[src/rtl/cache_arbiter_pkg.sv]
// Shared types for the two-port cache-to-memory arbiter.
package cache_arbiter_pkg;
   localparam int ADDR_W = 32;
   localparam int LINE_W = 256;

   typedef enum logic [1:0] {IDLE, SERVE_A, SERVE_B, DONE} arb_state_t;
   typedef enum logic {PORT_A, PORT_B} arb_port_t;
endpackage

[src/rtl/cache_arbiter_if.sv]
// Bundle of instruction-cache (A), data-cache (B) and physical-memory signals.
interface cache_arbiter_if;
   import cache_arbiter_pkg::*;

   logic              pmem_read_a;
   logic [ADDR_W-1:0] pmem_addr_a;
   logic [LINE_W-1:0] pmem_rdata_a;
   logic              pmem_resp_a;

   logic              pmem_read_b;
   logic              pmem_write_b;
   logic [ADDR_W-1:0] pmem_addr_b;
   logic [LINE_W-1:0] pmem_wdata_b;
   logic [LINE_W-1:0] pmem_rdata_b;
   logic              pmem_resp_b;

   logic              pmem_read;
   logic              pmem_write;
   logic [ADDR_W-1:0] pmem_address;
   logic [LINE_W-1:0] pmem_wdata;
   logic [LINE_W-1:0] pmem_rdata;
   logic              pmem_resp;

   // arbiter side
   modport slave (
      input  pmem_read_a, pmem_addr_a,
      output pmem_rdata_a, pmem_resp_a,
      input  pmem_read_b, pmem_write_b, pmem_addr_b, pmem_wdata_b,
      output pmem_rdata_b, pmem_resp_b,
      output pmem_read, pmem_write, pmem_address, pmem_wdata,
      input  pmem_rdata, pmem_resp
   );

   // caches plus memory side
   modport master (
      output pmem_read_a, pmem_addr_a,
      input  pmem_rdata_a, pmem_resp_a,
      output pmem_read_b, pmem_write_b, pmem_addr_b, pmem_wdata_b,
      input  pmem_rdata_b, pmem_resp_b,
      input  pmem_read, pmem_write, pmem_address, pmem_wdata,
      output pmem_rdata, pmem_resp
   );
endinterface

[src/rtl/cache_arbiter.sv]
// Arbitrates I-cache (A) and D-cache (B) line requests onto one physical memory port.
// Latency: strobe one cycle after grant; resp passed through combinationally; DONE gap after each resp.
// Backpressure: requests wait in IDLE until the current transaction and its DONE cycle finish.
module cache_arbiter
   import cache_arbiter_pkg::*;
(
   input  logic            clk,
   input  logic            rst,
   cache_arbiter_if.slave  bus
);

   arb_state_t        state, state_nxt;
   arb_port_t         last_grant, last_grant_nxt;
   logic [ADDR_W-1:0] lat_addr, lat_addr_nxt;
   logic              lat_write, lat_write_nxt;
   logic [LINE_W-1:0] lat_wdata, lat_wdata_nxt;

   logic req_a, req_b, serving;

   assign req_a   = bus.pmem_read_a;
   assign req_b   = bus.pmem_read_b | bus.pmem_write_b;
   assign serving = (state == SERVE_A) || (state == SERVE_B);

   always_comb begin
      state_nxt      = state;
      last_grant_nxt = last_grant;
      lat_addr_nxt   = lat_addr;
      lat_write_nxt  = lat_write;
      lat_wdata_nxt  = lat_wdata;
      case (state)
         IDLE: begin
            // B wins a tie only when A took the previous grant
            if (req_b && (!req_a || last_grant == PORT_A)) begin
               state_nxt     = SERVE_B;
               lat_addr_nxt  = bus.pmem_addr_b;
               lat_write_nxt = bus.pmem_write_b;
               lat_wdata_nxt = bus.pmem_wdata_b;
            end else if (req_a) begin
               state_nxt     = SERVE_A;
               lat_addr_nxt  = bus.pmem_addr_a;
               lat_write_nxt = 1'b0;
               lat_wdata_nxt = '0;
            end
         end
         SERVE_A: begin
            if (bus.pmem_resp) begin
               state_nxt      = DONE;
               last_grant_nxt = PORT_A;
            end
         end
         SERVE_B: begin
            if (bus.pmem_resp) begin
               state_nxt      = DONE;
               last_grant_nxt = PORT_B;
            end
         end
         DONE:    state_nxt = IDLE;
         default: state_nxt = IDLE;
      endcase
   end

   always_ff @(posedge clk or posedge rst) begin
      if (rst) begin
         state      <= IDLE;
         last_grant <= PORT_A;
         lat_addr   <= '0;
         lat_write  <= 1'b0;
         lat_wdata  <= '0;
      end else begin
         state      <= state_nxt;
         last_grant <= last_grant_nxt;
         lat_addr   <= lat_addr_nxt;
         lat_write  <= lat_write_nxt;
         lat_wdata  <= lat_wdata_nxt;
      end
   end

   // strobes derive from state only, so reset drops them without waiting for a clock
   assign bus.pmem_read    = serving & ~lat_write;
   assign bus.pmem_write   = serving &  lat_write;
   assign bus.pmem_address = lat_addr;
   assign bus.pmem_wdata   = lat_wdata;

   assign bus.pmem_resp_a  = (state == SERVE_A) & bus.pmem_resp;
   assign bus.pmem_resp_b  = (state == SERVE_B) & bus.pmem_resp;
   assign bus.pmem_rdata_a = bus.pmem_rdata;
   assign bus.pmem_rdata_b = bus.pmem_rdata;

endmodule

[src/flat_wrapper.sv]
// flat-port wrapper written by rule: the top's interface ports become plain ports
module cache_arbiter_flat import cache_arbiter_pkg::*;
  (clk, rst, bus_pmem_read_a, bus_pmem_addr_a, bus_pmem_rdata_a, bus_pmem_resp_a, bus_pmem_read_b, bus_pmem_write_b, bus_pmem_addr_b, bus_pmem_wdata_b, bus_pmem_rdata_b, bus_pmem_resp_b, bus_pmem_read, bus_pmem_write, bus_pmem_address, bus_pmem_wdata, bus_pmem_rdata, bus_pmem_resp);
  cache_arbiter_if bus_i ();
  input  logic clk;
  input  logic rst;
  input wire logic [$bits(bus_i.pmem_read_a)-1:0] bus_pmem_read_a;
  input wire logic [$bits(bus_i.pmem_addr_a)-1:0] bus_pmem_addr_a;
  output wire logic [$bits(bus_i.pmem_rdata_a)-1:0] bus_pmem_rdata_a;
  output wire logic [$bits(bus_i.pmem_resp_a)-1:0] bus_pmem_resp_a;
  input wire logic [$bits(bus_i.pmem_read_b)-1:0] bus_pmem_read_b;
  input wire logic [$bits(bus_i.pmem_write_b)-1:0] bus_pmem_write_b;
  input wire logic [$bits(bus_i.pmem_addr_b)-1:0] bus_pmem_addr_b;
  input wire logic [$bits(bus_i.pmem_wdata_b)-1:0] bus_pmem_wdata_b;
  output wire logic [$bits(bus_i.pmem_rdata_b)-1:0] bus_pmem_rdata_b;
  output wire logic [$bits(bus_i.pmem_resp_b)-1:0] bus_pmem_resp_b;
  output wire logic [$bits(bus_i.pmem_read)-1:0] bus_pmem_read;
  output wire logic [$bits(bus_i.pmem_write)-1:0] bus_pmem_write;
  output wire logic [$bits(bus_i.pmem_address)-1:0] bus_pmem_address;
  output wire logic [$bits(bus_i.pmem_wdata)-1:0] bus_pmem_wdata;
  input wire logic [$bits(bus_i.pmem_rdata)-1:0] bus_pmem_rdata;
  input wire logic [$bits(bus_i.pmem_resp)-1:0] bus_pmem_resp;
  assign bus_i.pmem_read_a = bus_pmem_read_a;
  assign bus_i.pmem_addr_a = bus_pmem_addr_a;
  assign bus_pmem_rdata_a = bus_i.pmem_rdata_a;
  assign bus_pmem_resp_a = bus_i.pmem_resp_a;
  assign bus_i.pmem_read_b = bus_pmem_read_b;
  assign bus_i.pmem_write_b = bus_pmem_write_b;
  assign bus_i.pmem_addr_b = bus_pmem_addr_b;
  assign bus_i.pmem_wdata_b = bus_pmem_wdata_b;
  assign bus_pmem_rdata_b = bus_i.pmem_rdata_b;
  assign bus_pmem_resp_b = bus_i.pmem_resp_b;
  assign bus_pmem_read = bus_i.pmem_read;
  assign bus_pmem_write = bus_i.pmem_write;
  assign bus_pmem_address = bus_i.pmem_address;
  assign bus_pmem_wdata = bus_i.pmem_wdata;
  assign bus_i.pmem_rdata = bus_pmem_rdata;
  assign bus_i.pmem_resp = bus_pmem_resp;
  cache_arbiter u_core (.clk(clk), .rst(rst), .bus(bus_i));
endmodule
[config.mk]
export PLATFORM = sky130hd
export DESIGN_NAME = cache_arbiter_flat
export DESIGN_NICKNAME = d
export VERILOG_FILES = /design/src/rtl/cache_arbiter_pkg.sv /design/src/rtl/cache_arbiter_if.sv /design/src/rtl/cache_arbiter.sv /design/src/flat_wrapper.sv
export SDC_FILE = /design/constraint.sdc
export NUM_CORES = 1
export LEC_CHECK = 0
export ABC_CLOCK_PERIOD_IN_PS = 9500
export CAP_MARGIN = 10
export CORE_AREA = 2 2 536 538
export CTS_BUF_LIST = sky130_fd_sc_hd__clkbuf_16
export DETAILED_ROUTE_END_ITERATION = 10
export DIE_AREA = 0 0 538 540
export MAX_ROUTING_LAYER = met4
export SETUP_SLACK_MARGIN = 0.2
export SLEW_MARGIN = 30
export SYNTH_ARGS = -nofsm -noshare
export SYNTH_HDL_FRONTEND = slang
export SYNTH_SLANG_ARGS = --single-unit
[constraint.sdc]
create_clock -name clk -period 9.5 [get_ports clk]
set_input_delay 1.9 -clock clk [delete_from_list [all_inputs] [get_ports clk]]
set_output_delay 1.9 -clock clk [all_outputs]
set_load 0.02 [all_outputs]
---- After elaboration in Yosys (flattened, before gate mapping) ----
Index checks and enable logic that the tools add are counted.
storage, ports and cells
  register bits ........................... 292
operators by class
  eq/ne operators ......................... 7
  mux-type cells .......................... 13
  bitwise gates (word level) .............. 7
  reductions and logical operators ........ 11
operator list
  cell                                           number
  two-way mux 256 bit                            2
  two-way mux 32 bit                             2
  two-way mux 2 bit                              3
  one-hot mux 2 bit (3 select lines)             1
  bitwise AND 1 bit                              4
  == test 2 bit, second input constant           2
  two-way mux 1 bit                              4
  != test 2 bit, second input constant           2
  AND reduction 2 bit                            2
  nonzero test 2 bit                             2
  != test 3 x 2 -> 1 bit, second input constant  1
  AND reduction 3 bit                            1
  == test 2 x 1 -> 1 bit, second input constant  1
  zero test 2 bit                                1
  logical OR 1 bit                               2
  != test 2 x 1 -> 1 bit, second input constant  1
  NOT 1 bit                                      2
  one-hot mux 1 bit (2 select lines)             1
  OR reduction 2 bit                             1
  logical AND 1 bit                              1
  zero test 1 bit                                1
  bitwise OR 1 bit                               1

---- Longest topological paths before layout ----
  word-level depth ........................ 5
  depth in mapped cells ................... 8
  gate-level depth less buffers ........... 5

---- Worst setup path before layout ----
No wires, ideal clock.
  path type ............................... input port to output port
  from .................................... input bus_pmem_resp
  to ...................................... output bus_pmem_resp_a
  arrival time ............................ 2.122 ns
  required time ........................... 7.600 ns
  slack ................................... 5.478 ns
  stages on the path ...................... 1
  path buffers ............................ 0
  cells stage by stage .................... and2_1
between the ends
  longest elaborated chain between the ends .. 1
ends and longest elaborated chain
  element             RTL line             source
  start: declaration  flat_wrapper.sv:22   input wire logic [$bits(bus_i.pmem_resp)-1:0] bus_pmem_resp;
  bitwise AND 1 bit   cache_arbiter.sv:84  assign bus.pmem_resp_a = (state == SERVE_A) & bus.pmem_resp;
  end: declaration    flat_wrapper.sv:10   output wire logic [$bits(bus_i.pmem_resp_a)-1:0] bus_pmem_resp_a;
No other way between the ends.

---- Worst setup path in the final report ----
Ends and elaborated chain as after synthesis.

==> run_results.csv <==
group,metric,value,unit
run_status,status,"completed",
worst_setup_path,critPathKind,"in2out",
cells_and_area,fin_util,0.08450,
placement,placed_cell_area,22390,µm²
placement,place_ws,4430,ps
cells_and_area,instances_no_fill,5681,
floorplan,die_x,538,µm
logic_synthesis,yosysMostFrequentCell,"nand2_1",
clock_tree,cts_made_buffers,47,
cells_and_area,regArea,7307,µm²
logic_synthesis,synth_fp_nets,2380,
logic_synthesis,yosysTopAreaCell,"dfrtp_1",
logic_synthesis,synthAdderAreaFrac,0.003987,
logic_synthesis,syn_area_per_cell,8.751,µm²
floorplan,dieHeight,540,µm
logic_synthesis,synth_top_area_frac,0.4657,
drt,postRouteAntennaNets,0,
worst_setup_path,end_kind,"output pin",
logic_synthesis,synthTopCellsByCount,"nand2_1 (547), buf_4 (541), dfrtp_1 (292)",
logic_synthesis,syn_area,15690,µm²
worst_setup_path,path_max_fanout,4,
cells_and_area,multi_input_area,4025,µm²
timing,setup_ws,4429,ps
global_routing,antenna_found_initial,103,
global_routing,grt_first_pass_wirelength,162800,µm
clock_tree,cts_hold_buf,0,
placement,port_buffers,617,
cells_and_area,fill_cells,33160,
clock_tree,cts.clk_slew.worst_paths,50,ps
clock_tree,worstSkewPairLatency,700,ps
floorplan,io_pins,1386,
drt,num_vias,12190,
drt,wire_per_inst,24.46,µm
cells_and_area,area_delta_synth_final,53.20,%
floorplan,row_count,196,
drt,routed_wl,139000,µm
timing,tns,0,ps
clock_tree,h-tree-depth,2,
placement,place_congestion,0.7799,
power,p_sw_frac,0.4485,
global_routing,grt_pass1_vias,11660,
logic_synthesis,synth_area_leaders,"dfrtp_1 (47%), buf_4 (26%), nand2_1 (13%), o21ai_0 (8.6%), mux2i_1 (2.2%)",
clock_tree,cts_resized,0,
logic_synthesis,synthSimpleGateAreaFrac,0.1340,
logic_synthesis,synthCells,1793,
power,power_leakage,8.820,nW
logic_synthesis,synthMuxAreaShare,0.02241,
timing,hold_viol,0,
worst_setup_path,crit_arrival,3170,ps
global_routing,overflow,0,
logic_synthesis,ys_types,21,
global_routing,track_usage,0.09435,
worst_setup_path,critPathRequiredTime,7600,ps
timing,finalSetupViolCount,0,
timing,slew_headroom,0.3583,
clock_tree,postCtsSetupRepairBufs,0,
power,combPwrFrac,0.491,
logic_synthesis,synth_seq_cells,292,
run,maxCapViolCount,0,
global_routing,grt_max_degree,146,
power,switching_power,0.003582,W
floorplan,core_area,284500,µm²
logic_synthesis,synth_compound_area_frac,0.09545,
clock_tree,cts_tree,"built",
power,pwr-share-clk,0.237,
floorplan,dieArea,290500,µm²
power,seqPwrFrac,0.272,
logic_synthesis,synth_flop_cell,"dfrtp_1",
cells_and_area,drive_above_1_share,0.04784,
timing,fin_skew,37.71,ps
timing,rsz0062_at_grt,"false",
placement,place_inst,5579,
clock_tree,cts_sinks,292,
placement,dp.final_hpwl,121500,µm
logic_synthesis,synth-seq-area-share,0.4657,
logic_synthesis,synth-xor-area-share,0,
drt,drt_iter0_drc,657,
cells_and_area,fin_area,24040,µm²
timing,min_period_over_period,0.5338,
timing,period_minus_slack,5071,ps
power,p_int,0.004405,W
power,vdd_drop_max,0.0003018,V
logic_synthesis,synth_top_family_by_area,"buffers and inverters",
cells_and_area,nets,2453,
logic_synthesis,async_flop_share,1.000,
timing,slew_viol_final,0,
timing,max_freq,197.2,MHz
timing,worst_pin_slew,962.5,ps
logic_synthesis,synth_edf_count,0,
drt,vias_per_cell,2.145,
worst_hold_path,hold_path_class,"reg2reg",
power,power_density,332.2,nW/µm²
drt,drtPass1Iterations,5,
clock_tree,root_buffer,"clkbuf_16",
logic_synthesis,ys_warn_count,0,
clock_tree,clockBufferDepth,3,
drt,drc,0,
worst_setup_path,startpoint_type,"primary input",
floorplan,initial_utilization,0.05516,
==> worst max-delay path, cell delays in order <==
cell and delay [ps]:
clkdlybuf4s50_1 500, and2_1 160, clkdlybuf4s50_1 610
==> cell usage in the layout (no fill, tap or decap), types with 3 or more instances in the layout <==
cell             netlist  routed
inv_6                  0       5
clkinv_2               0       3
ha_1                   5       5
buf_4                541      10
and2_1                 3       3
clkinvlp_4             0       6
diode_2                0      17
nand2_1              547     547
mux2i_1               34      34
o21ai_1               19      19
clkbuf_16              0      47
buf_12                 0       5
clkinv_1               0       6
bufinv_16              0       8
clkdlybuf4s50_1        0     615
dfrtp_1              292     292
o21ai_0              271     271
inv_1                  4      11
==> stage by stage <==
step	hold slack, ps	power [W]
final	474.1	0.007987
after global routing	501.9	0.008638
after CTS	481.2	0.008251
after detailed placement	468.4	0.006252
after global placement	460.9	0.006213
after floorplan	452.7	0.004185
==> power groups by stage <==
stage	clock network, W	registers [W]	logic [W]
CTS	0.00201	0.00218	0.00406
global route	0.00204	0.00226	0.00434
finish	0.00189	0.00217	0.00392
floorplan	0	0.00289	0.00129
detailed placement	0	0.00220	0.00405
global placement	0	0.00216	0.00405
==> registers in the layout, summed over array words and instances, names as in the netlist <==
register	cells
u_core.bus.pmem_address	32
u_core.last_grant	1
u_core.state	2
u_core.lat_write	1
u_core.bus.pmem_wdata	256
==> final timing paths <==
kind	endpoint	depth (start not counted)	start	slack [ps]
min	u_core.bus.pmem_wdata[252]	2	u_core.bus.pmem_wdata[252]	470
max in group asynchronous	u_core.bus.pmem_wdata[74]	4	rst	6490
max reg2reg	u_core.bus.pmem_wdata[68]	6	u_core.state[0]	6660
min in group asynchronous	u_core.bus.pmem_wdata[194]	3	rst	1760
max	bus_pmem_resp_a	3	bus_pmem_resp	4430
min reg2reg	u_core.bus.pmem_wdata[252]	2	u_core.bus.pmem_wdata[252]	470
==> layout make-up <==
cell class,count,area share
Sequential cell,292,0.3040
Timing Repair Buffer,631,0.2636
Tap cell,3762,0.1958
Antenna cell,17,0.001770
Clock buffer,47,0.04893
Inverter,4,0.0007807
Clock inverter,38,0.01775
Multi-Input combinational cell,890,0.1674
==> kinds of logic after synthesis <==
logic type      count (synthesis)
compound gates                294
fa+ha+maj                       5
buf+inv                       611
flops                         292
mux                            35
simple gates                  556
==> layer usage <==
metal / GRT usage / part of all wire
met5: - / 0
met4: 0.05734 / 0.066
met2: 0.1377 / 0.42
met3: 0.1024 / 0.25
met1: 0.06803 / 0.26
No activity file was read; power rests on OpenSTA's default activity.
